--- src/rtl/jcs_scan_pkg.sv ---
// Shared constants for the jRAM read-back scanner: FSM encoding and the ASCII
// characters used to build the display word.
package jcs_scan_pkg;

  localparam logic [2:0] ST_IDLE    = 3'd0;
  localparam logic [2:0] ST_SETADDR = 3'd1;
  localparam logic [2:0] ST_READ    = 3'd2;
  localparam logic [2:0] ST_HOLD    = 3'd3;
  localparam logic [2:0] ST_DONE    = 3'd4;

  typedef enum logic [2:0] {
    S_IDLE    = ST_IDLE,
    S_SETADDR = ST_SETADDR,
    S_READ    = ST_READ,
    S_HOLD    = ST_HOLD,
    S_DONE    = ST_DONE
  } state_t;

  localparam logic [7:0] DASH = 8'h2D;
  localparam logic [7:0] ZERO = 8'h30;
  localparam logic [7:0] LC_A = 8'h61;

endpackage

--- src/rtl/jcs_ram_scanner_hex_ascii.sv ---
// Combinational nibble-to-ASCII converter: 0-9 -> '0'-'9', 10-15 -> 'a'-'f'.
module hex_ascii
  import jcs_scan_pkg::*;
(
  input  logic [3:0] i_nib,
  output logic [7:0] o_char
);

  always_comb begin
    o_char = ZERO;
    if (i_nib < 4'd10) o_char = ZERO + {4'd0, i_nib};
    else               o_char = LC_A + {4'd0, i_nib} - 8'd10;
  end

endmodule

--- src/rtl/jcs_ram_scanner.sv ---
// Autonomous jRAM reader: strobes set-address then enable for each address in
// [FIRST_ADDR, LAST_ADDR], captures the byte, and presents it as an ASCII word.
module jcs_ram_scanner
  import jcs_scan_pkg::*;
#(
  parameter int unsigned SETTLE     = 2,
  parameter int unsigned DWELL      = 100000000,
  parameter logic [7:0]  FIRST_ADDR = 8'h00,
  parameter logic [7:0]  LAST_ADDR  = 8'hFF
) (
  input  logic        CLK,
  input  logic        reset,
  input  logic        start,
  input  logic        stop,
  input  logic        step,
  input  logic        step_mode,
  input  logic        loop,
  output logic [7:0]  ram_addr,
  output logic        ram_sa,
  output logic        ram_e,
  input  logic [7:0]  ram_data_in,
  output logic [7:0]  cur_addr,
  output logic [7:0]  cur_data,
  output logic        busy,
  output logic        done,
  output logic [31:0] word,
  output logic [2:0]  dbg_state
);

  localparam logic [15:0] SETTLE_M1 = 16'(SETTLE - 1);
  localparam logic [26:0] DWELL_M1  = 27'(DWELL - 1);

  state_t      r_state;
  logic [7:0]  r_ram_addr;
  logic        r_ram_sa;
  logic        r_ram_e;
  logic [7:0]  r_cur_addr;
  logic [7:0]  r_cur_data;
  logic        r_busy;
  logic        r_done;
  logic [31:0] r_word;
  logic [15:0] r_strobe_cnt;
  logic [26:0] r_dwell_cnt;

  logic [15:0] w_nibs;
  logic [31:0] w_word;
  logic        w_hold_exit;

  // Word is built from the byte being captured, so it lands on the capture edge.
  assign w_nibs = {r_ram_addr, ram_data_in};

  for (genvar g = 0; g < 4; g++) begin : g_hex
    hex_ascii u_hex (
      .i_nib  (w_nibs[4*g +: 4]),
      .o_char (w_word[8*g +: 8])
    );
  end

  assign w_hold_exit = step_mode ? step : (r_dwell_cnt == DWELL_M1);

  always_ff @(posedge CLK) begin
    if (reset) begin
      r_state      <= S_IDLE;
      r_ram_addr   <= FIRST_ADDR;
      r_ram_sa     <= 1'b0;
      r_ram_e      <= 1'b0;
      r_cur_addr   <= 8'h00;
      r_cur_data   <= 8'h00;
      r_busy       <= 1'b0;
      r_done       <= 1'b0;
      r_word       <= {4{DASH}};
      r_strobe_cnt <= 16'd0;
      r_dwell_cnt  <= 27'd0;
    end else begin
      case (r_state)
        S_IDLE, S_DONE: begin
          if (start && !stop) begin
            r_state      <= S_SETADDR;
            r_ram_addr   <= FIRST_ADDR;
            r_ram_sa     <= 1'b1;
            r_strobe_cnt <= 16'd0;
            r_busy       <= 1'b1;
            r_done       <= 1'b0;
          end
        end
        S_SETADDR: begin
          if (stop) begin
            r_state  <= S_IDLE;
            r_ram_sa <= 1'b0;
            r_busy   <= 1'b0;
          end else if (r_strobe_cnt == SETTLE_M1) begin
            r_state      <= S_READ;
            r_ram_sa     <= 1'b0;
            r_ram_e      <= 1'b1;
            r_strobe_cnt <= 16'd0;
          end else begin
            r_strobe_cnt <= r_strobe_cnt + 16'd1;
          end
        end
        S_READ: begin
          if (stop) begin
            r_state <= S_IDLE;
            r_ram_e <= 1'b0;
            r_busy  <= 1'b0;
          end else if (r_strobe_cnt == SETTLE_M1) begin
            r_state     <= S_HOLD;
            r_ram_e     <= 1'b0;
            r_cur_addr  <= r_ram_addr;
            r_cur_data  <= ram_data_in;
            r_word      <= w_word;
            r_dwell_cnt <= 27'd0;
          end else begin
            r_strobe_cnt <= r_strobe_cnt + 16'd1;
          end
        end
        S_HOLD: begin
          if (stop) begin
            r_state <= S_IDLE;
            r_busy  <= 1'b0;
          end else if (w_hold_exit) begin
            if (r_ram_addr != LAST_ADDR || loop) begin
              r_state      <= S_SETADDR;
              r_ram_addr   <= (r_ram_addr != LAST_ADDR) ? r_ram_addr + 8'd1 : FIRST_ADDR;
              r_ram_sa     <= 1'b1;
              r_strobe_cnt <= 16'd0;
            end else begin
              r_state <= S_DONE;
              r_busy  <= 1'b0;
              r_done  <= 1'b1;
            end
          end else if (step_mode) begin
            // Holding the count at zero in step mode restarts the dwell on a toggle back.
            r_dwell_cnt <= 27'd0;
          end else begin
            r_dwell_cnt <= r_dwell_cnt + 27'd1;
          end
        end
        default: begin
          r_state  <= S_IDLE;
          r_ram_sa <= 1'b0;
          r_ram_e  <= 1'b0;
          r_busy   <= 1'b0;
          r_done   <= 1'b0;
        end
      endcase
    end
  end

  assign ram_addr  = r_ram_addr;
  assign ram_sa    = r_ram_sa;
  assign ram_e     = r_ram_e;
  assign cur_addr  = r_cur_addr;
  assign cur_data  = r_cur_data;
  assign busy      = r_busy;
  assign done      = r_done;
  assign word      = r_word;
  assign dbg_state = r_state;

endmodule

--- config.mk ---
export PLATFORM = sky130hd
export DESIGN_NAME = jcs_ram_scanner
export DESIGN_NICKNAME = d
export VERILOG_FILES = /design/src/rtl/jcs_scan_pkg.sv /design/src/rtl/jcs_ram_scanner_hex_ascii.sv /design/src/rtl/jcs_ram_scanner.sv
export SDC_FILE = /design/constraint.sdc
export NUM_CORES = 1
export LEC_CHECK = 0
export BUFFER_PORTS_ARGS = -buffer_cell sky130_fd_sc_hd__buf_2
export CORE_MARGIN = 8
export CORE_UTILIZATION = 45
export DETAILED_ROUTE_END_ITERATION = 12
export GPL_TIMING_DRIVEN = 0
export PLACE_DENSITY = 0.66
export SETUP_SLACK_MARGIN = 0.05
export SYNTH_ARGS = -nofsm -noshare
export SYNTH_HDL_FRONTEND = slang
export SYNTH_SLANG_ARGS = --single-unit
--- constraint.sdc ---
create_clock -name CLK -period 2.9 [get_ports CLK]
set_clock_uncertainty 0.15 [all_clocks]
set_input_delay 0.145 -clock CLK [delete_from_list [all_inputs] [get_ports CLK]]
set_output_delay 0.145 -clock CLK [all_outputs]
set_load 0.1 [all_outputs]
==> flow_summary.yaml, run 1 <==
global_route:
  overflow: 0
  met3_usage_pct: 5.88
  grt_max_degree: 20
  grt_pass1_vias: 4539
  grt_pass1_wl_um: 23100
  use_met1_pct: 25.7
  gr-usage-all-layers_pct: 19.2
  grt_antenna_before_repair: 0
  top_usage_layer: "met2"
  use_met2_pct: 29.6
route:
  wl_per_cell_um: 16.7
  via_count: 4880
  via_per_inst: 5.65
  route.detailed.drc: 0
  drt-initial-drc-count: 455
  drt_first_pass_iters: 4
  ant_nets: 0
  wl_um: 14400
floorplan:
  core_area_mm2: 0.0109
  die-width_um: 122
  placementRows: 38
  die-height_um: 122
  initial_core_util_pct: 46.4
  ios: 78
  dieArea_mm2: 0.0149
clock_network:
  clkSinkCount: 102
  clkLatencyLatePin_ns: 0.36
  cts_buffers: 9
  htreeDepth: 3
  cts_tree: "yes"
  cts.path.max_buffers: 2
  cts_root_buffer: "clkbuf_16"
  path_clk_slew_ns: 0.08
timing:
  post-route-period-util_pct: 91.5
  worst_pin_slew_ns: 0.776
  max_freq_mhz: 377
  hold_slack_ns: 0.0289
  max-slew-margin-rel_pct: 48.0
  finalSetupViolCount: 0
  final_hold_viol_count: 0
  setup_tns_ns: 0
  finalCriticalPeriod_ns: 2.65
  rsz0062_at_grt: "yes"
  slew_viol_final: 0
  finalWorstSetupSlack_ns: 0.245
synth:
  yosys-top-cells-area: "dfxtp_1 40%, a21oi_1 6.9%, nand2_1 6.5%"
  synth_cell_types: 62
  yosysSeqAreaShare_pct: 40.3
  synth_top_cell_area_share_pct: 40.3
  async_reset_ff_share_pct: 0
  yosysTopAreaCell: "dfxtp_1"
  synth_cells: 623
  syn_area_per_cell_um2: 8.14
  netlist_area_mm2: 0.00507
  yosysWarnings: 0
  synth_edf_count: 0
  ys_ff_latch: 102
  ys.flop_type: "dfxtp_1"
placement:
  hpwl_um: 10300
  pre_cts_ws_ns: 0.135
  dp.cells: 838
  place_congestion: 0.914
  portBuffers: 72
critical_path:
  cp-start-kind: "flop"
  r2r_cells: 8
  crit_required_ns: 2.99
  cp_max_fo: 10
  crit_end: "r_dwell_cnt[7]"
  r2r-end: "r_dwell_cnt[7]"
  regToRegSetupSlack_ns: 0.25
  critPathArrivalTime_ns: 2.74
  critPathLaunch: "r_strobe_cnt[0]"
  path_class: "reg2reg"
  endpoint_kind: "flop"
  r2r-start: "r_strobe_cnt[0]"
job:
  cap_viol_max_count: 0
hold_path:
  hold_path.class: "in2reg"
outcome:
  status: "finished clean"
final_layout:
  drive_above_1_share_pct: 17.3
  num_antenna_cells: 0
  most-common-layout-cells: "101 x dfxtp_1, 88 x nand2_1, 80 x buf_2"
  fillCellCount: 1057
  area_delta_synth_final_pct: 19.0
  stdcell_count: 863
  nets: 742
  final_common_cell: "dfxtp_1"
power_and_ir_drop:
  vdd_drop_max_mv: 0.447
  power_density_mw_per_mm2: 490
  power_leakage_nw: 2.22
==> critical path, stage by stage, from the launching register on <==
cell,delay [ns]
dfxtp_1,0.43
ha_1,0.21
nor4b_2,0.26
nand4_1,0.27
nor3_4,0.33
o21ai_2,0.18
o21ai_4,0.31
buf_2,0.30
nor2_1,0.10
==> metal layers <==
layer  wire (um)  part of all wire [%]
met5           0                     0
met4         183                   1.3
met3         936                   6.5
met2        6550                    45
met1        6720                    47
==> timing repair <==
action,in CTS,in global routing
setup buffers,0,0
setup endpoints to repair,0,21
endpoints found under the hold margin,12,0
resized for setup,0,4
hold buffers,9,0
==> cell families (layout without fill, tap and decap cells) <==
logic type      after synthesis  in the layout  synth area share (%)
flops                       102            102                  40.3
xor+xnor                     24             24                  4.14
simple gates                252            252                  25.1
mux                           1              1                 0.197
compound gates              176            176                  22.7
fa+ha+maj                     9              9                  2.22
buf+inv                      58            155                  5.30
other cells                   1              4                0.0739
==> flip-flops by register name, indices dropped and copies added, names as in the netlist <==
name	cells
word	28
r_dwell_cnt	27
r_strobe_cnt	16
cur_addr	8
cur_data	8
ram_addr	8
dbg_state	3
busy	1
done	1
ram_e	1
ram_sa	1
==> area by class of cell <==
class	count	area [um^2]	share of cell area, %
flip-flops and latches	102	2040	33.9
clock inverters	7	85.1	1.41
well taps	140	175	2.90
plain buffers	42	210	3.48
multi-input cells	466	2790	46.2
inverters	16	60.1	0.995
clock buffers	9	225	3.73
repair buffers	81	450	7.46
==> power breakdown <==
part / total [W] / internal (W) / leakage, nW / switching (W)
Combinational: 0.000262 / 0.0000723 / 1.24 / 0.000189
Sequential: 0.00141 / 0.00141 / 0.823 / 0.00000718
Clock: 0.00128 / 0.000690 / 0.153 / 0.000592
==> synthesized netlist by cell type, types with 12 or more instances <==
cell type,n
clkbuf_1,26
nand3_1,20
a211oi_1,23
o21ai_0,21
nor2_1,57
inv_1,16
dfxtp_1,102
a21oi_1,70
nand4_1,12
nand2_1,88
nor3_1,12
xnor2_1,14
==> worst min path at each step <==
stage	cells past startpoint	from	to	slack (ns)
after CTS	4	loop	dbg_state[2]	0.02
after global placement	3	ram_data_in[0]	cur_data[0]	0.27
after floorplan	2	ram_data_in[0]	cur_data[0]	0.14
after global routing	4	loop	dbg_state[2]	0.03
final	5	start	busy	0.03
after detailed placement	1	word[5]	word[5]	0.27
==> through the flow <==
stage	instance area, um^2	utilization (%)	power (W)
after floorplan	5080	-	0.00163
after global placement	5620	51.4	0.00169
after detailed placement	5620	51.4	0.00169
after CTS	6020	55.1	0.00299
after global routing	6040	55.2	0.00307
final	6040	55.2	0.00296
No activity file was read; power rests on OpenSTA's default activity.
==> run 2: changes to the inputs <==
- ABC_AREA: unset -> 1
- PLACE_DENSITY: 0.66 -> unset
==> flow_summary.yaml, run 2 <==
clock_network:
  cts_buffers: 9
  holdBufCountCts: 9
  cts.repair.resized: 0
  path_clk_slew_ns: 0.07
  clkSinkCount: 102
  postCtsSetupBuffers: 0
  htreeDepth: 3
  cts_root_buffer: "clkbuf_16"
  cts_tree: "yes"
  cts.path.max_buffers: 2
  clkLatencyLatePin_ns: 0.36
power_and_ir_drop:
  power_density_mw_per_mm2: 676
  vdd_drop_max_mv: 0.657
  power_leakage_nw: 2.75
  finalPower_w: 0.00469
synth:
  ys_ff_latch: 102
  synth_cells: 888
  yosys-top-cells-area: "dfxtp_1 34%, nand2_1 13%, nor2_1 8.7%"
  ys.flop_type: "dfxtp_1"
  async_reset_ff_share_pct: 0
  synth_cell_types: 45
  yosysTopAreaCell: "dfxtp_1"
  yosysWarnings: 0
  synth.most_common_cell: "nand2_1"
  ys_top_cells_by_count: "205 x nand2_1, 137 x nor2_1, 102 x dfxtp_1"
  yosysSeqAreaShare_pct: 34.4
  syn_area_per_cell_um2: 6.69
  synth_edf_count: 0
  synth_top_cell_area_share_pct: 34.4
  netlist_area_mm2: 0.00594
hold_path:
  hp-start: "ram_data_in[7]"
  hold_path_depth: 4
  hold_path.class: "in2reg"
timing:
  hold_slack_ns: 0.0185
  final_hold_viol_count: 0
  max-slew-margin-rel_pct: 47.9
  worst_pin_slew_ns: 0.782
  slew_viol_final: 0
  finalSetupViolCount: 0
  rsz0062_at_grt: "no"
  setup_tns_ns: 0
  finalCriticalPeriod_ns: 2.67
  post-route-period-util_pct: 92.2
  max_freq_mhz: 374
floorplan:
  die-width_um: 131
  core_area_mm2: 0.0131
  ios: 78
  initial_core_util_pct: 45.4
  placementRows: 42
  die-height_um: 131
  dieArea_mm2: 0.0171
route:
  wl_per_cell_um: 14.7
  wl_um: 17100
  via_count: 5857
  ant_nets: 0
  drt_first_pass_iters: 5
  via_per_inst: 5.04
  route.detailed.drc: 0
  drt-initial-drc-count: 381
final_layout:
  final_common_cell: "nand2_1"
  drive_above_1_share_pct: 17.2
  most-common-layout-cells: "205 x nand2_1, 137 x nor2_1, 102 x dfxtp_1"
  stdcell_count: 1163
  area_delta_synth_final_pct: 16.9
  largest_reg_flops: 28
  nets: 1007
  num_antenna_cells: 0
  finalInstanceArea_mm2: 0.00695
job:
  cap_viol_max_count: 0
critical_path:
  cp_max_fo: 10
  r2r_cells: 8
  critPathArrivalTime_ns: 2.77
  critPathLaunch: "r_strobe_cnt[0]"
  r2r-start: "r_strobe_cnt[0]"
  cp-start-kind: "flop"
  path_class: "reg2reg"
  endpoint_kind: "flop"
  crit_required_ns: 3.00
global_route:
  grt_pass1_vias: 5497
  grt_pass1_wl_um: 27800
  top_usage_layer: "met2"
  use_met2_pct: 32.3
  gr-usage-all-layers_pct: 20.7
  met3_usage_pct: 5.44
  overflow: 0
  grt_antenna_before_repair: 0
  use_met1_pct: 28.0
  grt_max_degree: 18
placement:
  dp.cells: 1139
  portBuffers: 72
  hpwl_um: 12900
  place_congestion: 0.899
  placed_area_mm2: 0.00654
outcome:
  status: "finished clean"
run 2: stage by stage:
stage	util [%]	setup WS, ns
CTS	53.1	0.230
finish	53.1	0.226
global route	53.1	0.106
detailed placement	50.0	0.429
floorplan	-	0.223
global placement	50.0	0.446
run 2: worst max-delay path, cell delays in order, from the launching register on:
cell and delay, ns:
dfxtp_1 0.40, ha_1 0.18, nand3_1 0.09, nor2_2 0.28, nand4_4 0.26, clkbuf_1 0.36, a21oi_1 0.21, o21ai_1 0.07
dlygate4sd3_1 0.55
run 2: cells by family (layout without fill, tap and decap cells):
| logic type | Yosys count | after routing | share of synthesized area [%] |
|---|---|---|---|
| flip-flops | 102 | 102 | 34.4 |
| other | 1 | 4 | 0.0631 |
| AND/OR/NAND/NOR | 499 | 499 | 39.0 |
| adder cells (fa/ha/maj) | 9 | 9 | 1.89 |
| XOR/XNOR | 10 | 10 | 1.47 |
| AO/OA/AOI/OAI | 137 | 137 | 13.5 |
| buffers and inverters | 130 | 226 | 9.64 |
run 2: cell type report:
type	instances	area (um^2)
fill	1343	6140
multi-input combinational	659	3340
sequential	102	2040
timing repair buffer	81	450
inverter	97	364
clock buffer	9	225
tap	176	220
buffer	33	209
clock inverter	6	95.1
run 2: path summary, 6_finish.rpt:
check / to / slack [ns]
min: word[9] / 0.02
min reg2reg: word[5] / 0.29
max reg2reg: word[3] / 0.23
max: word[3] / 0.23
run 2: per-layer routing:
| layer | up-vias | routed length, um |
|---|---|---|
| li1 | 3068 | - |
| met2 | 120 | 7720 |
| met3 | 12 | 836 |
| met5 | - | 0 |
| met1 | 2657 | 8300 |
| met4 | 0 | 205 |
run 2: power breakdown:
group	switching [W]	total [W]	leakage [nW]	internal, W
Clock	0.000570	0.00133	0.150	0.000761
Combinational	0.00134	0.00174	1.78	0.000408
Sequential	0.000123	0.00162	0.824	0.00150
